### src/rtl/bit_ser_pkg.sv
// Shared definitions for the bit serializer: state encodings, default word
// width and the bit-counter width helper.
package bit_ser_pkg;

    localparam int BIT_SER_WIDTH_DEF = 8;

    typedef enum logic {
        ST_IDLE  = 1'b0,
        ST_SHIFT = 1'b1
    } bit_ser_state_e;

    // Counter must index 0..width-1; never narrower than one bit.
    function automatic int cnt_width(input int width);
        return ($clog2(width) < 1) ? 1 : $clog2(width);
    endfunction

endpackage

### src/rtl/bit_ser_hold.sv
// One-entry holding register for the bit serializer: captures a word on
// write, releases it on read. Asynchronous active-high reset.
module bit_ser_hold #(
    parameter int WIDTH = 8
) (
    input  logic             clk,
    input  logic             rst,
    input  logic             wr_i,
    input  logic [WIDTH-1:0] wr_data_i,
    input  logic             rd_i,
    output logic [WIDTH-1:0] data_o,
    output logic             full_o
);

    logic [WIDTH-1:0] data_q;
    logic             full_q;

    // Capture data on write; full flag set on write, cleared on read.
    always_ff @(posedge clk or posedge rst) begin
        if (rst) begin
            data_q <= '0;
            full_q <= 1'b0;
        end else begin
            if (wr_i) begin
                data_q <= wr_data_i;
            end
            if (wr_i) begin
                full_q <= 1'b1;
            end else if (rd_i) begin
                full_q <= 1'b0;
            end
        end
    end

    assign data_o = data_q;
    assign full_o = full_q;

endmodule

### src/rtl/bit_serializer.sv
// Parallel-to-serial converter with a one-entry hold buffer so words can
// stream gap-free. Bit order is MSB first by default; defining
// BIT_SER_LSB_FIRST_EN switches to LSB first (handshake and timing unchanged).
//
//   state    | meaning
//   ST_IDLE  | shift register empty, line idles at 0
//   ST_SHIFT | shift register emitting bit cnt_q of the current word
module bit_serializer
    import bit_ser_pkg::*;
#(
    parameter int WIDTH = BIT_SER_WIDTH_DEF
) (
    input  logic             clk,
    input  logic             rst,
    input  logic [WIDTH-1:0] load_data,
    input  logic             load_valid,
    output logic             load_ready,
    output logic             ser_out,
    output logic             ser_valid,
    output logic             ser_last,
    output logic             busy
);

    localparam int            CW       = cnt_width(WIDTH);
    localparam logic [CW-1:0] CNT_LAST = CW'(WIDTH - 1);

    bit_ser_state_e   state_q, state_d;
    logic [WIDTH-1:0] shift_q, shift_d;
    logic [CW-1:0]    cnt_q, cnt_d;
    logic [WIDTH-1:0] hold_data;
    logic             hold_full;
    logic             accept;
    logic             last_bit;
    logic             hold_wr;
    logic             hold_rd;

    assign load_ready = !hold_full;
    assign accept     = load_valid && !hold_full;
    assign last_bit   = (state_q == ST_SHIFT) && (cnt_q == CNT_LAST);
    // A word arriving on the last bit with the hold empty bypasses the hold.
    assign hold_wr    = accept && (state_q == ST_SHIFT) && (cnt_q != CNT_LAST);
    assign hold_rd    = last_bit && hold_full;

    bit_ser_hold #(.WIDTH(WIDTH)) u_hold (
        .clk      (clk),
        .rst      (rst),
        .wr_i     (hold_wr),
        .wr_data_i(load_data),
        .rd_i     (hold_rd),
        .data_o   (hold_data),
        .full_o   (hold_full)
    );

    // State register.
    always_ff @(posedge clk or posedge rst) begin
        if (rst) begin
            state_q <= ST_IDLE;
        end else begin
            state_q <= state_d;
        end
    end

    // Next-state logic: leave SHIFT only when the last bit has no successor.
    always_comb begin
        state_d = state_q;
        case (state_q)
            ST_IDLE:  if (accept) state_d = ST_SHIFT;
            ST_SHIFT: if (last_bit && !hold_full && !accept) state_d = ST_IDLE;
            default:  state_d = ST_IDLE;
        endcase
    end

    // Shift register and bit counter next values.
    always_comb begin
        shift_d = shift_q;
        cnt_d   = cnt_q;
        if (state_q == ST_IDLE) begin
            if (accept) begin
                shift_d = load_data;
                cnt_d   = '0;
            end
        end else if (last_bit) begin
            cnt_d = '0;
            if (hold_full) begin
                shift_d = hold_data;
            end else if (accept) begin
                shift_d = load_data;
            end
        end else begin
`ifdef BIT_SER_LSB_FIRST_EN
            shift_d = shift_q >> 1;
`else
            shift_d = shift_q << 1;
`endif
            cnt_d = cnt_q + 1'b1;
        end
    end

    // Shift register and bit counter registers.
    always_ff @(posedge clk or posedge rst) begin
        if (rst) begin
            shift_q <= '0;
            cnt_q   <= '0;
        end else begin
            shift_q <= shift_d;
            cnt_q   <= cnt_d;
        end
    end

    // Outputs decoded from registered state; line forced to 0 when not valid.
    always_comb begin
        ser_valid = (state_q == ST_SHIFT);
        ser_last  = ser_valid && (cnt_q == CNT_LAST);
`ifdef BIT_SER_LSB_FIRST_EN
        ser_out   = ser_valid && shift_q[0];
`else
        ser_out   = ser_valid && shift_q[WIDTH-1];
`endif
        busy      = ser_valid || hold_full;
    end

endmodule

### config.mk
export PLATFORM = sky130hd
export DESIGN_NAME = bit_serializer
export DESIGN_NICKNAME = d
export VERILOG_FILES = /design/src/rtl/bit_ser_pkg.sv /design/src/rtl/bit_ser_hold.sv /design/src/rtl/bit_serializer.sv
export SDC_FILE = /design/constraint.sdc
export NUM_CORES = 1
export LEC_CHECK = 0
export BUFFER_PORTS_ARGS = -buffer_cell sky130_fd_sc_hd__buf_4
export CORE_UTILIZATION = 40
export CTS_BUF_LIST = sky130_fd_sc_hd__clkbuf_8
export CTS_CLUSTER_DIAMETER = 200
export DETAILED_ROUTE_END_ITERATION = 12
export HOLD_SLACK_MARGIN = 0.08
export SYNTH_ARGS = -nofsm -noshare
export SYNTH_HDL_FRONTEND = slang
export SYNTH_HIERARCHICAL = 1
export SYNTH_SLANG_ARGS = --single-unit
### constraint.sdc
create_clock -name clk -period 1.7 [get_ports clk]
set_input_delay 0.17 -clock clk [delete_from_list [all_inputs] [get_ports clk]]
set_output_delay 0.17 -clock clk [all_outputs]
set_load 0.02 [all_outputs]
=== After elaboration in Yosys (flattened, before gate mapping) ===
Cells that the tools add are included.

* Logic and storage cells: 34
* Output and inout port bits: 5
* Register bits after elaboration: 21
* Input port bits: 11

* Equality and inequality tests: 2
* Mux-type cells: 12
* $add $sub $neg: 1
* Bitwise logic cells: 1
* Reductions and logical operators: 13

{| class="wikitable"
|+ Operator list
! operator !! count
|-
| 2-to-1 mux 8 bit || 4
|-
| 2-to-1 mux 3 bit || 3
|-
| logical AND 1 bit || 8
|-
| 2-to-1 mux 1 bit || 4
|-
| nonzero test 2 bit || 2
|-
| adder 3 x 1 -> 3 bit (second input constant) || 1
|-
| equality test 3 bit (second input constant) || 1
|-
| != test 3 bit (second input constant) || 1
|-
| logical NOT 1 bit || 2
|-
| one-hot mux 1 bit (2 select lines) || 1
|-
| logical OR 1 bit || 1
|-
| inverter 1 bit || 1
|}

=== Longest topological paths before layout ===
Gate-level depths: netlist of run 1.

* Depth after elaboration: 6
* Gate-level depth with buffers: 7
* Depth with buffers taken out: 6

=== Modules after synthesis ===
The synthesis of run 1 kept the hierarchy.

{| class="wikitable"
|+ By module, submodules not included
! module !! area an instance (um^2) !! cells each !! times used !! sequential area each (um^2)
|-
| bit_serializer || 773.2 || 73 || 1 || 300.3
|-
| bit_ser_hold || 372.9 || 21 || 1 || 225.2
|}

=== Worst setup path before layout of run 1 ===
No wires, ideal clock.

* Path type: register to register
* Start point: register cnt_q[0]
* End point: register u_hold.data_q[0], in the netlist u_hold/data_o[0]
* Buffers on the path: 2
* Setup slack: -0.066 ns
* Data arrival time: 1.641 ns
* Setup time: 0.125 ns
* Stages on the path, launching flop included: 8
* Data required time: 1.575 ns
* Period minus slack after synthesis: 1.766 ns
* Path through: dfrtp_1 -> ha_1 -> ha_1 -> nand2b_1 -> buf_2 -> nor2_1 -> buf_6 -> mux2_4

* Word-level cells in the longest chain between the ends: 2

{| class="wikitable"
|+ RTL lines
! element !! RTL line !! source
|-
| start: declaration || bit_serializer.sv:29 || <nowiki>logic [CW-1:0] cnt_q, cnt_d;</nowiki>
|-
| start signal: assignment || bit_serializer.sv:106 || <nowiki>cnt_q <= cnt_d;</nowiki>
|-
| != test 3 bit || bit_serializer.sv:41 || <nowiki>assign hold_wr = accept && (state_q == ST_SHIFT) && (cnt_q != CNT_LAST);</nowiki>
|-
| logical AND 1 bit || bit_serializer.sv:41 ||
|-
| named net hold_wr || bit_serializer.sv:34 || <nowiki>logic hold_wr;</nowiki>
|-
| end signal: assignment || bit_ser_hold.sv:25 || <nowiki>data_q <= wr_data_i;</nowiki>
|-
| end: declaration || bit_ser_hold.sv:15 || <nowiki>logic [WIDTH-1:0] data_q;</nowiki>
|}

The timed path passes the listed nets, and every way through them passes these cells.
A chain may end at the register's enable or synchronous reset.

=== Worst setup path in the final report of run 1 ===
* Start point: register cnt_q[0]
* End point: register u_hold.data_q[5], in the netlist u_hold/data_o[5]

The elaborated chain is that of the path after synthesis.

==> qor.txt, run 1 <==
final WL: 2420 um
CP Data Required Time: 1850 ps
Die Height: 55.5 um
Worst-Margin Slew: 534 ps
clock tree from TritonCTS: yes
Filler Cell Count: 250
# port buffers: 15
grt total ovfl: 0
pre-CTS setup slack: -40.5 ps
CTS buffer count: 3
routability cong.: 0.729
WL/cell: 16.8 um
number of synthesis warnings: 6
Fin Clk Skew: 2.05 ps
Ports: 16
MaxCap Viol Count: 0
Power Total: 2.39 mW
CP endpoint kind: flip-flop
initial core utilization: 41.9%
Layout Cells excl Fill: 144
Final Cycle Share: 95.1%
Hold Crit Class: input pin to flip-flop
Die W: 55.5 um
Die Footprint: 3080 um^2
worst vdd ir: 1.10 mV
WP data arrival: 1770 ps
crit path capture: u_hold/data_o[5]
r2r startpoint: cnt_q[0]
pin count of the biggest net entering global routing: 13
post-route cell area: 1390 um^2
root buffer cell: clkbuf_8
htree depth: 1
row count: 19
syn avg cell area: 12.2 um^2
clock-pin slew of the registers on the worst-case setup and hold paths: 80 ps
CTS sink cnt: 21
Cell Pwr Density: 1720 nW/um^2
Post-DP Area: 1290 um^2
Slew Viols, Final: 0
area added between synthesis and finish: 21.0%
endpoints failing hold: 0
Syn Nets: 107
DP Cell Count: 138
setup total negative slack: 0 ps
RSZ-0062 raised after global routing: false
Max Fclk: 0.619 GHz
final setup margin: 83.3 ps
1st-iter DRT viols: 23
crit path from: cnt_q[0]
Cell variety after synth: 25
r2r setup slk: 80 ps
Post-Route Utilization: 50.7%
Netlist Area Pre-Place: 1150 um^2
Core Area: 2730 um^2
Gate Count Post-Synth: 94
Global Route Usage Sum: 18.0%
maximum root-to-sink buffer count: 2
min-delay src: load_data[0]
ant diodes: 0
status: completed
initial antenna violation count: 0
DR pass1 iterations: 3
final setup fails: 0
antenna viol nets, final: 0
via count: 815
Leakage: 0.686 nW
register bit count reported by yosys: 21
worst hold slack: 151 ps
first-pass GRT wire length: 4340 um
Worst Reg-to-Reg Cells: 6
worst skew pair latency: 260 ps
# DRC: 0
R2R Path End: u_hold/data_o[5]
Setup crit start kind: flip-flop
CP Class: flip-flop to flip-flop
dpl hpwl: 1660 um
final net count: 127
Slew headroom: 64.4%
critical path fanouts, max: 5
share of layout cells above drive strength 1: 38.9%
detail-routed via count per cell: 5.66
Tmin final: 1620 ps
vias in the first global route: 939
post-synthesis sequential area ratio: 45.9%
worst min path at each step:
| stage | to | slack [ps] | cells past startpoint |
|---|---|---|---|
| global placement | u_hold/data_o[5] | 200 | 2 |
| detailed placement | u_hold/data_o[5] | 190 | 2 |
| CTS | u_hold/data_o[0] | 150 | 2 |
| global route | u_hold/data_o[0] | 150 | 2 |
| floorplan | u_hold/data_o[0] | -2 | 1 |
| finish | u_hold/data_o[0] | 150 | 2 |
registers in the layout (all words and copies together), names as in the netlist:
register,count
cnt_q,3
ser_valid,1
shift_q,8
u_hold/data_o,8
u_hold/full_o,1
power breakdown:
group / internal (mW) / leakage [nW] / switching (mW) / total, mW
clock network: 0.161 / 0.0269 / 0.168 / 0.329
logic: 0.627 / 0.411 / 0.502 / 1.13
registers: 0.744 / 0.247 / 0.186 / 0.930
total: 1.53 / 0.686 / 0.856 / 2.39
cells by family after synthesis:
family / Yosys count / share of synthesized area, %
simple gates: 14 / 6.88
flops: 21 / 45.9
buf+inv: 13 / 6.11
compound gates: 22 / 16.3
mux: 22 / 22.7
fa+ha+maj: 2 / 2.18
synthesized netlist by cell type:
cell      instances  share of area (%)
nor2_1            1               0.33
o21ai_0           1               0.44
nor3_1            1               0.44
nand2_1           4                1.3
buf_2             2               0.87
dfrtp_1          21                 46
o22ai_1           8                4.4
mux2i_1          14                 12
and2_1            2                1.1
inv_1             6                2.0
nor2b_1           2                1.1
ha_1              2                2.2
a221oi_2          5                6.6
clkbuf_1          1               0.33
a211oi_1          2                1.3
mux2_4            8                 10
buf_4             1               0.66
a221oi_1          2                1.5
nand2b_1          1               0.55
buf_6             2                2.0
inv_2             1               0.33
nand3_1           2               0.87
a21o_2            1               0.76
nand2b_4          1                1.2
o21ai_1           3                1.3
per-layer routing:
layer / track usage [%] / vias up / share of wire (%)
li1: - / 384 / -
met1: 23.1 / 414 / 48
met2: 28.9 / 15 / 48
met3: 5.62 / 2 / 3.4
met4: 5.71 / 0 / 0.66
met5: 0 / - / 0
critical path, stage by stage, from the launching register on:
cell and delay (ps):
dfrtp_1 400, ha_2 200, ha_4 170, nand2b_4 150
nor2_4 130, buf_6 150, mux2_4 300
cell usage in the layout, fill, tap and decap left out:
| cell type | instances |
|---|---|
| inv_2 | 1 |
| a21o_2 | 1 |
| o21ai_1 | 3 |
| inv_1 | 7 |
| dlygate4sd3_1 | 1 |
| and2_1 | 2 |
| nand3_1 | 2 |
| ha_2 | 1 |
| nand2_1 | 4 |
| nand2b_4 | 2 |
| nor2b_2 | 1 |
| buf_4 | 18 |
| a221oi_2 | 5 |
| a221oi_1 | 2 |
| o21ai_0 | 1 |
| mux2_4 | 8 |
| nor2_4 | 1 |
| buf_6 | 2 |
| clkbuf_8 | 3 |
| o22ai_1 | 8 |
| a211oi_1 | 2 |
| ha_4 | 1 |
| nor3_1 | 1 |
| dfrtp_1 | 21 |
| nor2b_1 | 1 |
| mux2i_1 | 14 |
final cells by class:
class / count / area, um^2 / share of cell area, %
tap: 31 / 38.8 / 2.80
inverter: 7 / 26.3 / 1.90
timing repair buffer: 21 / 168 / 12.1
sequential: 21 / 526 / 37.9
multi-input combinational: 60 / 583 / 42.1
clock inverter: 1 / 3.75 / 0.271
clock buffer: 3 / 41.3 / 2.98
timing repair:
action                                 CTS  global route
setup endpoints to repair                7             8
pin swaps                                1             1
endpoints found under the hold margin   21             0
gates resized for setup                  2             5
hold buffers                             1             0
cloned                                   0             0
setup buffers                            0             1
Power figures use the tool's default switching activity.
==> run 2: changes to the inputs <==
==> constraint.sdc (replaced) <==
create_clock -name clk -period 1.4 [get_ports clk]
set_input_delay 0.14 -clock clk [delete_from_list [all_inputs] [get_ports clk]]
set_output_delay 0.14 -clock clk [all_outputs]
set_load 0.02 [all_outputs]
==> run 2 against run 1 <==
Compared with the run above:
- the run now ends with negative setup slack left
- sequential share of layout area shrank 6.3 points
- highest routed layer unchanged
- sequential power grew 28%
- combinational power grew 80%
- count of clock-buffer cells in the layout is the same
- final cell count grew 10%
- register-to-register slack lost 400 ps
- setup slack lost 400 ps
- die area is the same
- core utilization grew 10 points
- total power grew 53%
- maximum frequency shrank 5.8%
- global-route usage grew 1.3 points
==> qor.txt, run 2 (synthesis results as in run 1) <==
Slew Viols, Final: 0 (unchanged)
CTS sink cnt: 21 (unchanged)
vias in the first global route: 873 (was 939)
final WL: 2800 um (was 2420 um)
WL met1: 1300 um (was 1170 um)
CP Data Required Time: 1560 ps (was 1850 ps)
CTS buffer count: 3 (unchanged)
maximum root-to-sink buffer count: 2 (unchanged)
endpoints failing hold: 0 (unchanged)
htree depth: 1 (unchanged)
root buffer cell: clkbuf_8 (unchanged)
length of routed met2 wiring: 1380 um (was 1150 um)
antenna viol nets, final: 0 (unchanged)
Core Area: 2730 um^2 (unchanged)
dpl hpwl: 1700 um (was 1660 um)
Max Fclk: 0.583 GHz (was 0.619 GHz)
WP data arrival: 1880 ps (was 1770 ps)
area added between synthesis and finish: 45.6% (was 21.0%)
clock-pin slew of the registers on the worst-case setup and hold paths: 90 ps (was 80 ps)
first-pass GRT wire length: 4470 um (was 4340 um)
Die W: 55.5 um (unchanged)
share of layout cells above drive strength 1: 57.0% (was 38.9%)
WL/cell: 17.6 um (was 16.8 um)
initial antenna violation count: 0 (unchanged)
routability cong.: 0.698 (was 0.729)
detail-routed via count per cell: 5.56 (was 5.66)
1st-iter DRT viols: 18 (was 23)
Worst-Margin Slew: 547 ps (was 534 ps)
ant diodes: 0 (unchanged)
Post-DP Area: 1370 um^2 (was 1290 um^2)
pin count of the biggest net entering global routing: 14 (was 13)
DR pass1 iterations: 2 (was 3)
met3 WL: 88 um (was 83 um)
Die Height: 55.5 um (unchanged)
Hold Crit Class: input pin to flip-flop (unchanged)
Top Layer Used: met4 (unchanged)
Global Route Usage Sum: 19.3% (was 18.0%)
post-route cell area: 1670 um^2 (was 1390 um^2)
r2r setup slk: -320 ps (was 80 ps)
Setup crit start kind: flip-flop (unchanged)
min-delay src: load_data[4] (was load_data[0])
WHS Path Cells: 2 (unchanged)
Filler Cell Count: 196 (was 250)
worst skew pair latency: 270 ps (was 260 ps)
initial core utilization: 41.9% (unchanged)
final setup margin: -317 ps (was 83.3 ps)
Ports: 16 (unchanged)
status: finished with violations (was completed)
Leakage: 0.798 nW (was 0.686 nW)
Post-Route Utilization: 61.1% (was 50.7%)
RSZ-0062 raised after global routing: true (was false)
Final Cycle Share: 123% (was 95.1%)
worst hold slack: 111 ps (was 151 ps)
worst vdd ir: 1.48 mV (was 1.10 mV)
via count: 884 (was 815)
critical path fanouts, max: 4 (was 5)
row count: 19 (unchanged)
Die Footprint: 3080 um^2 (unchanged)
failing checks: negative setup slack
most common cell after layout, fill and taps aside: buf_4 (was dfrtp_1)
clock tree from TritonCTS: yes (unchanged)
R2R Path End: u_hold/data_o[7] (was u_hold/data_o[5])
Cell Pwr Density: 2190 nW/um^2 (was 1720 nW/um^2)
pre-CTS setup slack: -343 ps (was -40.5 ps)
Slew headroom: 63.4% (was 64.4%)
MaxCap Viol Count: 0 (unchanged)
CP endpoint kind: flip-flop (unchanged)
most frequent cells in the layout: buf_4 (26), dfrtp_1 (20), mux2i_1 (14) (was dfrtp_1 (21), buf_4 (18), mux2i_1 (14))
CP Class: flip-flop to flip-flop (unchanged)
Tmin final: 1720 ps (was 1620 ps)
r2r startpoint: cnt_q[1] (was cnt_q[0])
final setup fails: 20 (was 0)
final net count: 142 (was 127)
Worst Reg-to-Reg Cells: 7 (was 6)
# DRC: 0 (unchanged)
Power Total: 3.66 mW (was 2.39 mW)
Fin Clk Skew: 5.29 ps (was 2.05 ps)
grt total ovfl: 0 (unchanged)
hold endpoint: u_hold/data_o[4] (was u_hold/data_o[0])
# port buffers: 15 (unchanged)
## run 2: cell count changes in the layout (fill, tap and decap cells not counted), moves of 2 or more
cell	previous run	this run
o22ai_1	8	0
o22ai_4	0	6
buf_4	18	26
a221oi_2	5	7
buf_6	2	7
o22ai_2	0	2
a221oi_1	2	0
## run 2: critical path, stage by stage (launching register included)
cell      delay [ps]
dfrtp_1          400
ha_2             200
ha_4             160
buf_6            110
nand2b_4         150
nor2_4           140
buf_6            150
mux2_4           300
## run 2: how the worst max path moves through the flow
stage | cells past startpoint | start | endpoint | slack (ps)
3_5_place_dp | 5 | cnt_q[0] | ser_valid | -340
5_1_grt | 7 | cnt_q[1] | u_hold/data_o[3] | -340
2_1_floorplan | 7 | cnt_q[0] | u_hold/data_o[0] | -210
3_3_place_gp | 5 | cnt_q[1] | ser_valid | -310
6_report | 7 | cnt_q[1] | u_hold/data_o[7] | -320
4_1_cts | 7 | cnt_q[1] | u_hold/data_o[7] | -290
## run 2: metrics by stage
stage	TNS, ps	cells
after global placement	-4170	146
final	-4560	159
after CTS	-4020	155
after global routing	-5500	159
after detailed placement	-4520	146
after floorplan	-1700	94
## run 2: power by group
part | total, mW | switching [mW] | internal, mW | leakage, nW
Clock | 0.429 | 0.227 | 0.202 | 0.0217
Combinational | 2.03 | 0.831 | 1.20 | 0.529
Sequential | 1.19 | 0.290 | 0.905 | 0.247
Total | 3.66 | 1.35 | 2.31 | 0.798
## run 2: what timing repair did
item                       in CTS  in global routing
pin swaps                       1                  1
gates cloned                    1                  0
hold endpoints to repair       21                  0
hold buffers                    1                  0
buffers inserted                3                  4
setup endpoints to repair      20                 21
resized for setup              27                 10
## run 2: layer usage
| layer | up-vias | track usage (%) |
|---|---|---|
| met3 | 5 | 5.62 |
| li1 | 415 | - |
| met1 | 450 | 26.3 |
| met2 | 14 | 28.9 |
| met4 | 0 | 7.86 |
| met5 | - | 0 |
## run 2: cell type report
type	instances	area [um^2]	share of cell area [%]
multi-input cells	60	697	41.8
flip-flops and latches	21	527	31.6
repair buffers	36	319	19.1
clock buffers	3	41.3	2.47
inverters	7	38.8	2.32
well taps	31	38.8	2.32
clock inverters	1	7.51	0.450
==> run 3: changes to the inputs <==
--- a/config.mk
+++ b/config.mk
@@ -7,10 +7,11 @@
 export LEC_CHECK = 0
 export BUFFER_PORTS_ARGS = -buffer_cell sky130_fd_sc_hd__buf_4
 export CORE_UTILIZATION = 40
-export CTS_BUF_LIST = sky130_fd_sc_hd__clkbuf_8
+export CTS_BUF_LIST = sky130_fd_sc_hd__clkbuf_16
 export CTS_CLUSTER_DIAMETER = 200
 export DETAILED_ROUTE_END_ITERATION = 12
 export HOLD_SLACK_MARGIN = 0.08
+export REMOVE_ABC_BUFFERS = 1
 export SYNTH_ARGS = -nofsm -noshare
 export SYNTH_HDL_FRONTEND = slang
 export SYNTH_HIERARCHICAL = 1
==> run 3 against run 2 <==
Compared with the run above:
- the run still ends with negative setup slack left
- non-clock buffer count fell by 6
- first-iteration DRC count rose by 33%
- combinational power fell by 23%
- highest routed layer unchanged
==> qor.txt, run 3 (synthesis results as in run 1) <==
Die Footprint: 3080 um^2 (unchanged)
Max Fclk: 0.632 GHz (was 0.583 GHz)
final WL: 2630 um (was 2800 um)
CP endpoint kind: flip-flop (unchanged)
critical path fanouts, max: 5 (was 4)
ant diodes: 0 (unchanged)
status: finished with violations (unchanged)
Setup crit start kind: flip-flop (unchanged)
crit path from: cnt_q[1] (unchanged)
via count: 850 (was 884)
# DRC: 0 (unchanged)
root buffer cell: clkbuf_16 (was clkbuf_8)
r2r startpoint: cnt_q[1] (unchanged)
antenna viol nets, final: 0 (unchanged)
slowest CP cell: dfrtp_1 (unchanged)
vias in the first global route: 932 (was 873)
Slew Viols, Final: 0 (unchanged)
Ports: 16 (unchanged)
final setup margin: -182 ps (was -317 ps)
Core Area: 2730 um^2 (unchanged)
Cell Pwr Density: 2170 nW/um^2 (was 2190 nW/um^2)
# port buffers: 15 (unchanged)
failing checks: negative setup slack (unchanged)
Die W: 55.5 um (unchanged)
CTS buffer count: 3 (unchanged)
1st-iter DRT viols: 24 (was 18)
row count: 19 (unchanged)
initial antenna violation count: 0 (unchanged)
most common cell after layout, fill and taps aside: buf_4 (unchanged)
crit path capture: u_hold/data_o[4] (was u_hold/data_o[7])
WL/cell: 17.2 um (was 17.6 um)
clock tree from TritonCTS: yes (unchanged)
pin count of the biggest net entering global routing: 13 (was 14)
RSZ-0062 raised after global routing: true (unchanged)
Worst Reg-to-Reg Cells: 6 (was 7)
DR pass1 iterations: 3 (was 2)
setup total negative slack: -2500 ps (was -4560 ps)
Filler Cell Count: 242 (was 196)
Final Cycle Share: 113% (was 123%)
grt total ovfl: 0 (unchanged)
worst vdd ir: 1.59 mV (was 1.48 mV)
Die Height: 55.5 um (unchanged)
Global Route Usage Sum: 18.7% (was 19.3%)
area added between synthesis and finish: 31.7% (was 45.6%)
CP Class: flip-flop to flip-flop (unchanged)
crit-path max cell delay: 390 ps (was 400 ps)
final net count: 136 (was 142)
first-pass GRT wire length: 4410 um (was 4470 um)
MaxCap Viol Count: 0 (unchanged)
CP Data Required Time: 1530 ps (was 1560 ps)
Post-Route Utilization: 55.2% (was 61.1%)
endpoints failing hold: 0 (unchanged)
final setup fails: 18 (was 20)
CTS sink cnt: 21 (unchanged)
min-delay src: load_data[0] (was load_data[4])
WP data arrival: 1720 ps (was 1880 ps)
worst skew pair latency: 250 ps (was 270 ps)
share of layout cells above drive strength 1: 45.9% (was 57.0%)
maximum root-to-sink buffer count: 2 (unchanged)
clock-pin slew of the registers on the worst-case setup and hold paths: 60 ps (was 90 ps)
r2r setup slk: -180 ps (was -320 ps)
Tmin final: 1580 ps (was 1720 ps)
worst path cell trace: ha_2, ha_4, nand2b_4, nor2_4, buf_6, mux2_4 (was ha_2, ha_4, buf_6, nand2b_4, nor2_4, buf_6, mux2_4)
Fin Clk Skew: 5.65 ps (was 5.29 ps)
htree depth: 1 (unchanged)
detail-routed via count per cell: 5.56 (about the same)
most frequent cells in the layout: buf_4 (26), dfrtp_1 (21), mux2i_1 (14) (was buf_4 (26), dfrtp_1 (20), mux2i_1 (14))
Leakage: 0.747 nW (was 0.798 nW)
Slew headroom: 66.2% (was 63.4%)
dpl hpwl: 1730 um (was 1700 um)
routability cong.: 0.720 (was 0.698)
Hold Crit Class: input pin to flip-flop (unchanged)
Worst-Margin Slew: 504 ps (was 547 ps)
initial core utilization: 41.9% (unchanged)
R2R Path End: u_hold/data_o[4] (was u_hold/data_o[7])
[run 3: cell type report]
| class | count | area, um^2 | area share, % |
|---|---|---|---|
| clock inverter | 1 | 5.00 | 0.332 |
| clock buffer | 3 | 75.1 | 4.98 |
| timing repair buffer | 30 | 239 | 15.8 |
| inverter | 7 | 33.8 | 2.24 |
| sequential | 21 | 526 | 34.8 |
| tap | 31 | 38.8 | 2.57 |
| multi-input combinational | 60 | 592 | 39.2 |
[run 3: worst max-delay path: cells and delay by family (launching register included)]
family,cells,cell delay [ps]
buf+inv,1,150
mux,1,300
flops,1,390
simple gates,2,260
fa+ha+maj,2,360
[run 3: layer usage]
metal  vias to the layer above  wire [um]  share of wire (%)  GRT usage (%)
met5                         -          0                  0              0
met4                         0         53                2.0           7.14
met3                         6         76                2.9           3.98
met2                        20       1280                 49           31.0
met1                       421       1220                 46           23.9
li1                        403          -                  -              -
[run 3: worst min path at each step]
stage | end | slack (ps) | depth (start not counted)
2_1_floorplan | u_hold/data_o[0] | -30 | 1
3_5_place_dp | u_hold/data_o[7] | 180 | 2
4_1_cts | u_hold/data_o[0] | 120 | 2
6_report | u_hold/data_o[0] | 120 | 2
5_1_grt | u_hold/data_o[0] | 130 | 2
3_3_place_gp | u_hold/data_o[7] | 170 | 2
[run 3: where the power goes]
group / leakage, nW / internal, mW / switching (mW)
combinational: 0.459 / 0.869 / 0.687
sequential: 0.247 / 0.906 / 0.204
clock: 0.0409 / 0.384 / 0.224
total: 0.747 / 2.16 / 1.11
[run 3: timing repair]
action                                  CTS  global route
gates cloned                              0             0
gates resized for setup                  12             3
endpoints found under the setup margin   19            19
setup buffers                             1             1
hold buffers                              1             0
pin swaps                                 1             0
hold endpoints to repair                 21             0
[run 3: metrics by stage]
stage	total power [mW]	setup WS (ps)	cell area (um^2)	cells	hold WS [ps]
floorplan	2.03	-755	1100	88	-32.1
global placement	2.46	-282	1340	146	173
detailed placement	2.49	-310	1340	146	178
CTS	3.25	-169	1490	152	124
global route	3.48	-227	1510	153	127
finish	3.27	-182	1510	153	125
